$ cat src/rtl/riscv_seq_ctrl.sv
// Multi-cycle sequencer for the NPC core: IFU/LSU handshakes, IR/PC/regfile strobes,
// retire counting, and sticky halt on ebreak, illegal instruction or bus timeout.
//
//   state      | meaning
//   IF_REQ     | fetch request valid, waiting for IFU ready
//   IF_WAIT    | waiting for fetched instruction, latch IR on rvalid
//   EX         | decoder outputs stable, choose mem / writeback / halt
//   MEM_REQ    | data request valid, waiting for LSU ready
//   MEM_WAIT   | waiting for load data / store ack
//   WB         | write rd, update PC, retire (single cycle)
//   HALT       | stopped until rst, err_code holds the cause

module riscv_seq_ctrl #(
    parameter int CNT_W   = 32,
    parameter int TIMEOUT = 256
) (
    input  logic             clk,
    input  logic             rst,
    output logic             ifu_req_valid,
    input  logic             ifu_req_ready,
    input  logic             ifu_rvalid,
    output logic             inst_we,
    input  logic             dec_RegWr,
    input  logic             dec_MemtoReg,
    input  logic             dec_MemWr,
    input  logic             dec_illegal,
    input  logic             dec_ebreak,
    output logic             lsu_req_valid,
    output logic             lsu_req_wen,
    input  logic             lsu_req_ready,
    input  logic             lsu_rvalid,
    output logic             rf_we,
    output logic             pc_we,
    output logic             retire,
    output logic             halted,
    output logic [1:0]       err_code,
    output logic [CNT_W-1:0] minstret
);

    localparam int WD_W = (TIMEOUT > 1) ? $clog2(TIMEOUT) : 1;
    localparam logic [WD_W-1:0] WD_LAST = WD_W'((TIMEOUT > 0) ? TIMEOUT - 1 : 0);

    localparam logic [1:0] ERR_EBREAK  = 2'b00;
    localparam logic [1:0] ERR_ILLEGAL = 2'b01;
    localparam logic [1:0] ERR_IFU_TO  = 2'b10;
    localparam logic [1:0] ERR_LSU_TO  = 2'b11;

    typedef enum logic [2:0] {
        S_IF_REQ   = 3'd0,
        S_IF_WAIT  = 3'd1,
        S_EX       = 3'd2,
        S_MEM_REQ  = 3'd3,
        S_MEM_WAIT = 3'd4,
        S_WB       = 3'd5,
        S_HALT     = 3'd6
    } state_t;

    state_t            state_q, state_d;
    logic [WD_W-1:0]   wdog_q, wdog_d;
    logic [CNT_W-1:0]  minstret_q, minstret_d;
    logic              halted_q, halted_d;
    logic [1:0]        err_q, err_d;

    logic              wd_expired;
    logic              bus_state;

    assign wd_expired = (TIMEOUT != 0) && (wdog_q == WD_LAST);

    assign bus_state = (state_q == S_IF_REQ)  || (state_q == S_IF_WAIT) ||
                       (state_q == S_MEM_REQ) || (state_q == S_MEM_WAIT);

    // Handshake is tested before the watchdog so a same-cycle completion wins.
    always_comb begin
        state_d    = state_q;
        err_d      = err_q;
        minstret_d = minstret_q;
        case (state_q)
            S_IF_REQ: begin
                if (ifu_req_ready) begin
                    state_d = S_IF_WAIT;
                end else if (wd_expired) begin
                    state_d = S_HALT;
                    err_d   = ERR_IFU_TO;
                end
            end
            S_IF_WAIT: begin
                if (ifu_rvalid) begin
                    state_d = S_EX;
                end else if (wd_expired) begin
                    state_d = S_HALT;
                    err_d   = ERR_IFU_TO;
                end
            end
            S_EX: begin
                if (dec_illegal) begin
                    state_d = S_HALT;
                    err_d   = ERR_ILLEGAL;
                end else if (dec_ebreak) begin
                    state_d = S_HALT;
                    err_d   = ERR_EBREAK;
                end else if (dec_MemtoReg || dec_MemWr) begin
                    state_d = S_MEM_REQ;
                end else begin
                    state_d = S_WB;
                end
            end
            S_MEM_REQ: begin
                if (lsu_req_ready) begin
                    state_d = S_MEM_WAIT;
                end else if (wd_expired) begin
                    state_d = S_HALT;
                    err_d   = ERR_LSU_TO;
                end
            end
            S_MEM_WAIT: begin
                if (lsu_rvalid) begin
                    state_d = S_WB;
                end else if (wd_expired) begin
                    state_d = S_HALT;
                    err_d   = ERR_LSU_TO;
                end
            end
            S_WB: begin
                minstret_d = minstret_q + CNT_W'(1);
                state_d    = S_IF_REQ;
            end
            S_HALT: begin
                state_d = S_HALT;
            end
            default: begin
                state_d = S_IF_REQ;
            end
        endcase
    end

    always_comb begin
        halted_d = halted_q || (state_d == S_HALT);
        if ((state_d != state_q) || !bus_state) begin
            wdog_d = '0;
        end else begin
            wdog_d = wdog_q + WD_W'(1);
        end
    end

    always_ff @(posedge clk) begin
        if (rst) begin
            state_q    <= S_IF_REQ;
            wdog_q     <= '0;
            minstret_q <= '0;
            halted_q   <= 1'b0;
            err_q      <= ERR_EBREAK;
        end else begin
            state_q    <= state_d;
            wdog_q     <= wdog_d;
            minstret_q <= minstret_d;
            halted_q   <= halted_d;
            err_q      <= err_d;
        end
    end

    // Strobes decode from the registered state; rst masks them while it is held.
    assign ifu_req_valid = !rst && (state_q == S_IF_REQ);
    assign inst_we       = !rst && (state_q == S_IF_WAIT) && ifu_rvalid;
    assign lsu_req_valid = !rst && (state_q == S_MEM_REQ);
    assign lsu_req_wen   = lsu_req_valid && dec_MemWr;
    assign rf_we         = !rst && (state_q == S_WB) && dec_RegWr;
    assign pc_we         = !rst && (state_q == S_WB);
    assign retire        = !rst && (state_q == S_WB);

    assign halted   = halted_q;
    assign err_code = err_q;
    assign minstret = minstret_q;

endmodule

$ cat config.mk
export PLATFORM = sky130hd
export DESIGN_NAME = riscv_seq_ctrl
export DESIGN_NICKNAME = d
export VERILOG_FILES = /design/src/rtl/riscv_seq_ctrl.sv
export SDC_FILE = /design/constraint.sdc
export NUM_CORES = 1
export LEC_CHECK = 0
export CAP_MARGIN = 20
export CORE_UTILIZATION = 35
export CTS_CLUSTER_SIZE = 16
export DETAILED_ROUTE_END_ITERATION = 10
export PLACE_DENSITY = 0.68
export SYNTH_ARGS = -nofsm -noshare
export SYNTH_HDL_FRONTEND = slang
export SYNTH_SLANG_ARGS = --single-unit
$ cat constraint.sdc
create_clock -name clk -period 1.8 [get_ports clk]
set_input_delay 0.18 -clock clk [delete_from_list [all_inputs] [get_ports clk]]
set_output_delay 0.18 -clock clk [all_outputs]
set_load 0.05 [all_outputs]
==> results.sh <==
export IMPL_final_cell_area_sq_um=3341
export IMPL_clk_latency_ps=300
export IMPL_slew_headroom_pct=66.21
export IMPL_comb_power_share_pct=19.4
export IMPL_finalSetupViolations=0
export IMPL_core_sq_um=6386
export IMPL_p_total_mw=2.273
export IMPL_cts_root_buf="clkbuf_8"
export IMPL_ys_seq_elements=46
export IMPL_cts_sinks=46
export IMPL_grt_usage_pct=15.90
export IMPL_synthCells=267
export IMPL_area_delta_synth_final_pct=43.09
export IMPL_yosysSeqAreaShare_pct=39.44
export IMPL_min_from="minstret[31]$_SDFFE_PP0N_"
export IMPL_io_pins=53
export IMPL_regToRegStartpoint="state_q[0]$_SDFF_PP0_"
export IMPL_die_h_um=83.68
export IMPL_syn_area_per_cell_sq_um=8.744
export IMPL_htreeDepth=2
export IMPL_worst_path_buf_inv=1
export IMPL_leakage_nw=1.309
export IMPL_path_class="flop to primary output"
export IMPL_wl_um=5444
export IMPL_grt_start_max_net_pins=44
export IMPL_post_dp_cell_area_sq_um=3193
export IMPL_p_per_area_nw_per_um2=680.4
export IMPL_drive_gt1_share_pct=21.73
export IMPL_cts_tree="done"
export IMPL_placementRows=29
export IMPL_async_flop_share_pct=0
export IMPL_pwr_share_seq_pct=46.7
export IMPL_dr_pass1_iters=4
export IMPL_start_util_pct=36.56
export IMPL_p_int_mw=1.654
export IMPL_cp_start_kind="flop"
export IMPL_worst_r2r_setup_slack_ps=110
export IMPL_cp_arrival_ps=1560
export IMPL_gp_congestion=0.8500
export IMPL_crit_path_end_kind="primary output"
export IMPL_pre_cts_slack_ps=-115.5
export IMPL_final_antenna_net_count=0
export IMPL_wl_per_cell_um=13.18
export IMPL_synth_warnings=0
export IMPL_grt_overflow=0
export IMPL_cts_hold_fix_buffers=0
export IMPL_outcome="finished, final reports clean"
export IMPL_crit_family="buffers and inverters"
export IMPL_p_clk_share_pct=33.9
export IMPL_grt_setup_unrepaired="no"
export IMPL_grt_pass1_vias=2052
export IMPL_r2r_cells=6
export IMPL_fin_crit_sh_pct=96.43
export IMPL_synth_area_sq_um=2335
export IMPL_ir_worst_vdd_uv=360.6
export IMPL_vias=2134
export IMPL_timing_final_crit_period_ps=1736
export IMPL_maxCapViolCount=0
export IMPL_fin_nets=348
export IMPL_critPathSlowestCell="clkdlybuf4s50_1"
export IMPL_syn_nets=280
export IMPL_required_ps=1620
export IMPL_die_area_sq_um=7002
export IMPL_via_per_inst=5.167
export IMPL_ys_flop_type="dfxtp_1"
export IMPL_cts_buffers=5
export IMPL_final_hold_violation_count=0
export IMPL_ctsLongestPathBuffers=2
export IMPL_hold_class="flop to flop"
export IMPL_die_x_um=83.68
export IMPL_cp_depth=1
export IMPL_portBuffers=52
export IMPL_crit_chain="clkdlybuf4s50_1"
export IMPL_synth_edf_count=0
export IMPL_worst_pin_slew_ps=505.3
export IMPL_crit_path_max_incr_delay_ps=840
export IMPL_drt_iter0_drc=131
export IMPL_clk_pin_slew_worst_paths_ps=90
export IMPL_sw_frac_of_total_pct=27.24
export IMPL_setup_slack_ps=64.30
export IMPL_fillerInstances=613
export IMPL_grt_pass1_wl_um=9190
export IMPL_critPathLaunch="minstret[3]$_SDFFE_PP0N_"
export IMPL_switchingPower_mw=0.6191
export IMPL_synth_cell_types=47
export IMPL_antennaDiodeCount=0
export IMPL_setup_tns_ps=0
export IMPL_timing_fmax_mhz=576.1
export IMPL_r2r_end="wdog_q[3]$_SDFF_PP0_"
export IMPL_finClkSkew_ps=8.239
export IMPL_cp_max_fo=5
export IMPL_setup_worst_path_end="minstret[3]"
export IMPL_drcViolationCount=0
export IMPL_drv_slew=0
export IMPL_antenna_found_initial=0
export IMPL_dp_hpwl_um=3938
## power groups by stage
stage               Clock, mW  Combinational (mW)  Sequential [mW]
floorplan                   0               0.251             1.09
global placement            0               0.416             1.08
detailed placement          0               0.424             1.08
global route            0.826               0.473             1.06
finish                  0.770               0.442             1.06
CTS                     0.789               0.428             1.06
## cell type report
cell class / instances / area [sq um] / area share, %
repair buffers: 77 / 830.8 / 24.87
well taps: 77 / 96.34 / 2.884
clock inverters: 2 / 37.54 / 1.124
inverters: 10 / 37.54 / 1.124
flip-flops and latches: 46 / 939.7 / 28.13
multi-input cells: 195 / 1326 / 39.70
clock buffers: 6 / 72.57 / 2.172
## through the flow
stage               cells  hold slack (ps)  utilization, %
floorplan             267            384.0               -
global placement      405            468.7           50.00
detailed placement    405            491.7           50.00
CTS                   413            506.4           51.74
global route          413            544.9           52.31
finish                413            500.1           52.31
## cell usage in the layout (no fill, tap or decap), types with 3 or more instances in the layout
cell type,instances
nor2_1,45
clkdlybuf4s50_1,44
dfxtp_1,31
xor2_1,27
buf_4,21
nand3_1,17
dfxtp_2,15
nand4_1,12
buf_12,11
inv_1,10
nand2_1,10
nor3_1,8
and3_1,8
xnor2_1,8
o21ai_0,6
a21oi_1,5
clkbuf_8,5
and4_1,4
nor4_4,3
or3_1,3
mux2i_1,3
## synth_stat cells (2+ instances only)
master    count  share of area [%]
a21oi_1       5                1.1
and2_1        2               0.54
and3_1        8                2.1
and4_1        4                1.5
buf_2         3               0.64
buf_4         6                1.9
buf_6         2               0.96
clkbuf_1      5               0.80
dfxtp_1      46                 39
ha_1          2                1.1
inv_1        10                1.6
mux2_2        2               0.96
mux2i_1       3                1.3
nand2_1      10                1.6
nand3_1      17                3.6
nand4_1      12                3.2
nor2_1       46                7.4
nor3_1       10                2.1
nor4_4        2                1.8
nor4b_1       2               0.75
o21ai_0       8                1.7
o32a_1        2               0.86
or3_1         3               0.80
xnor2_1       8                3.0
xor2_1       27                 10
## kinds of logic after synthesis
| family | after synthesis | share of synthesized area [%] |
|---|---|---|
| muxes | 5 | 2.251 |
| xor gates and xnor gates | 35 | 13.13 |
| DFF | 46 | 39.44 |
| AOI/OAI and AO/OA | 28 | 8.682 |
| and+or+nand+nor | 125 | 29.48 |
| adders and majority gates | 2 | 1.072 |
| buffers and inverters | 26 | 5.948 |
## sequential cells by signal, summed over array words and instances (netlist names)
signal    cells
minstret     32
wdog_q        8
state_q       3
err_code      2
halted        1
## per-layer routing
layer	GRT usage (%)	vias up	share of wire, %
met4	7.396	0	1.6
met3	2.473	9	4.6
li1	-	1066	-
met1	21.04	1001	49
met2	25.35	58	45
met5	0	-	0
## timing repair
| item | CTS | global route |
|---|---|---|
| pin swaps | 0 | 1 |
| endpoints found under the setup margin | 5 | 8 |
| hold endpoints to repair | 0 | 0 |
| gates resized for setup | 3 | 6 |
| setup buffers | 0 | 0 |
## how the worst min path moves through the flow
stage                     cells past startpoint  slack [ps]                         to
after floorplan                               2         380      state_q[0]$_SDFF_PP0_
after global placement                        2         470  minstret[31]$_SDFFE_PP0N_
after detailed placement                      2         490  minstret[31]$_SDFFE_PP0N_
after CTS                                     2         510  minstret[31]$_SDFFE_PP0N_
after global routing                          2         540   err_code[1]$_SDFFE_PP0P_
final                                         2         500  minstret[31]$_SDFFE_PP0N_
Note: power is estimated with default switching activity, not from simulation.
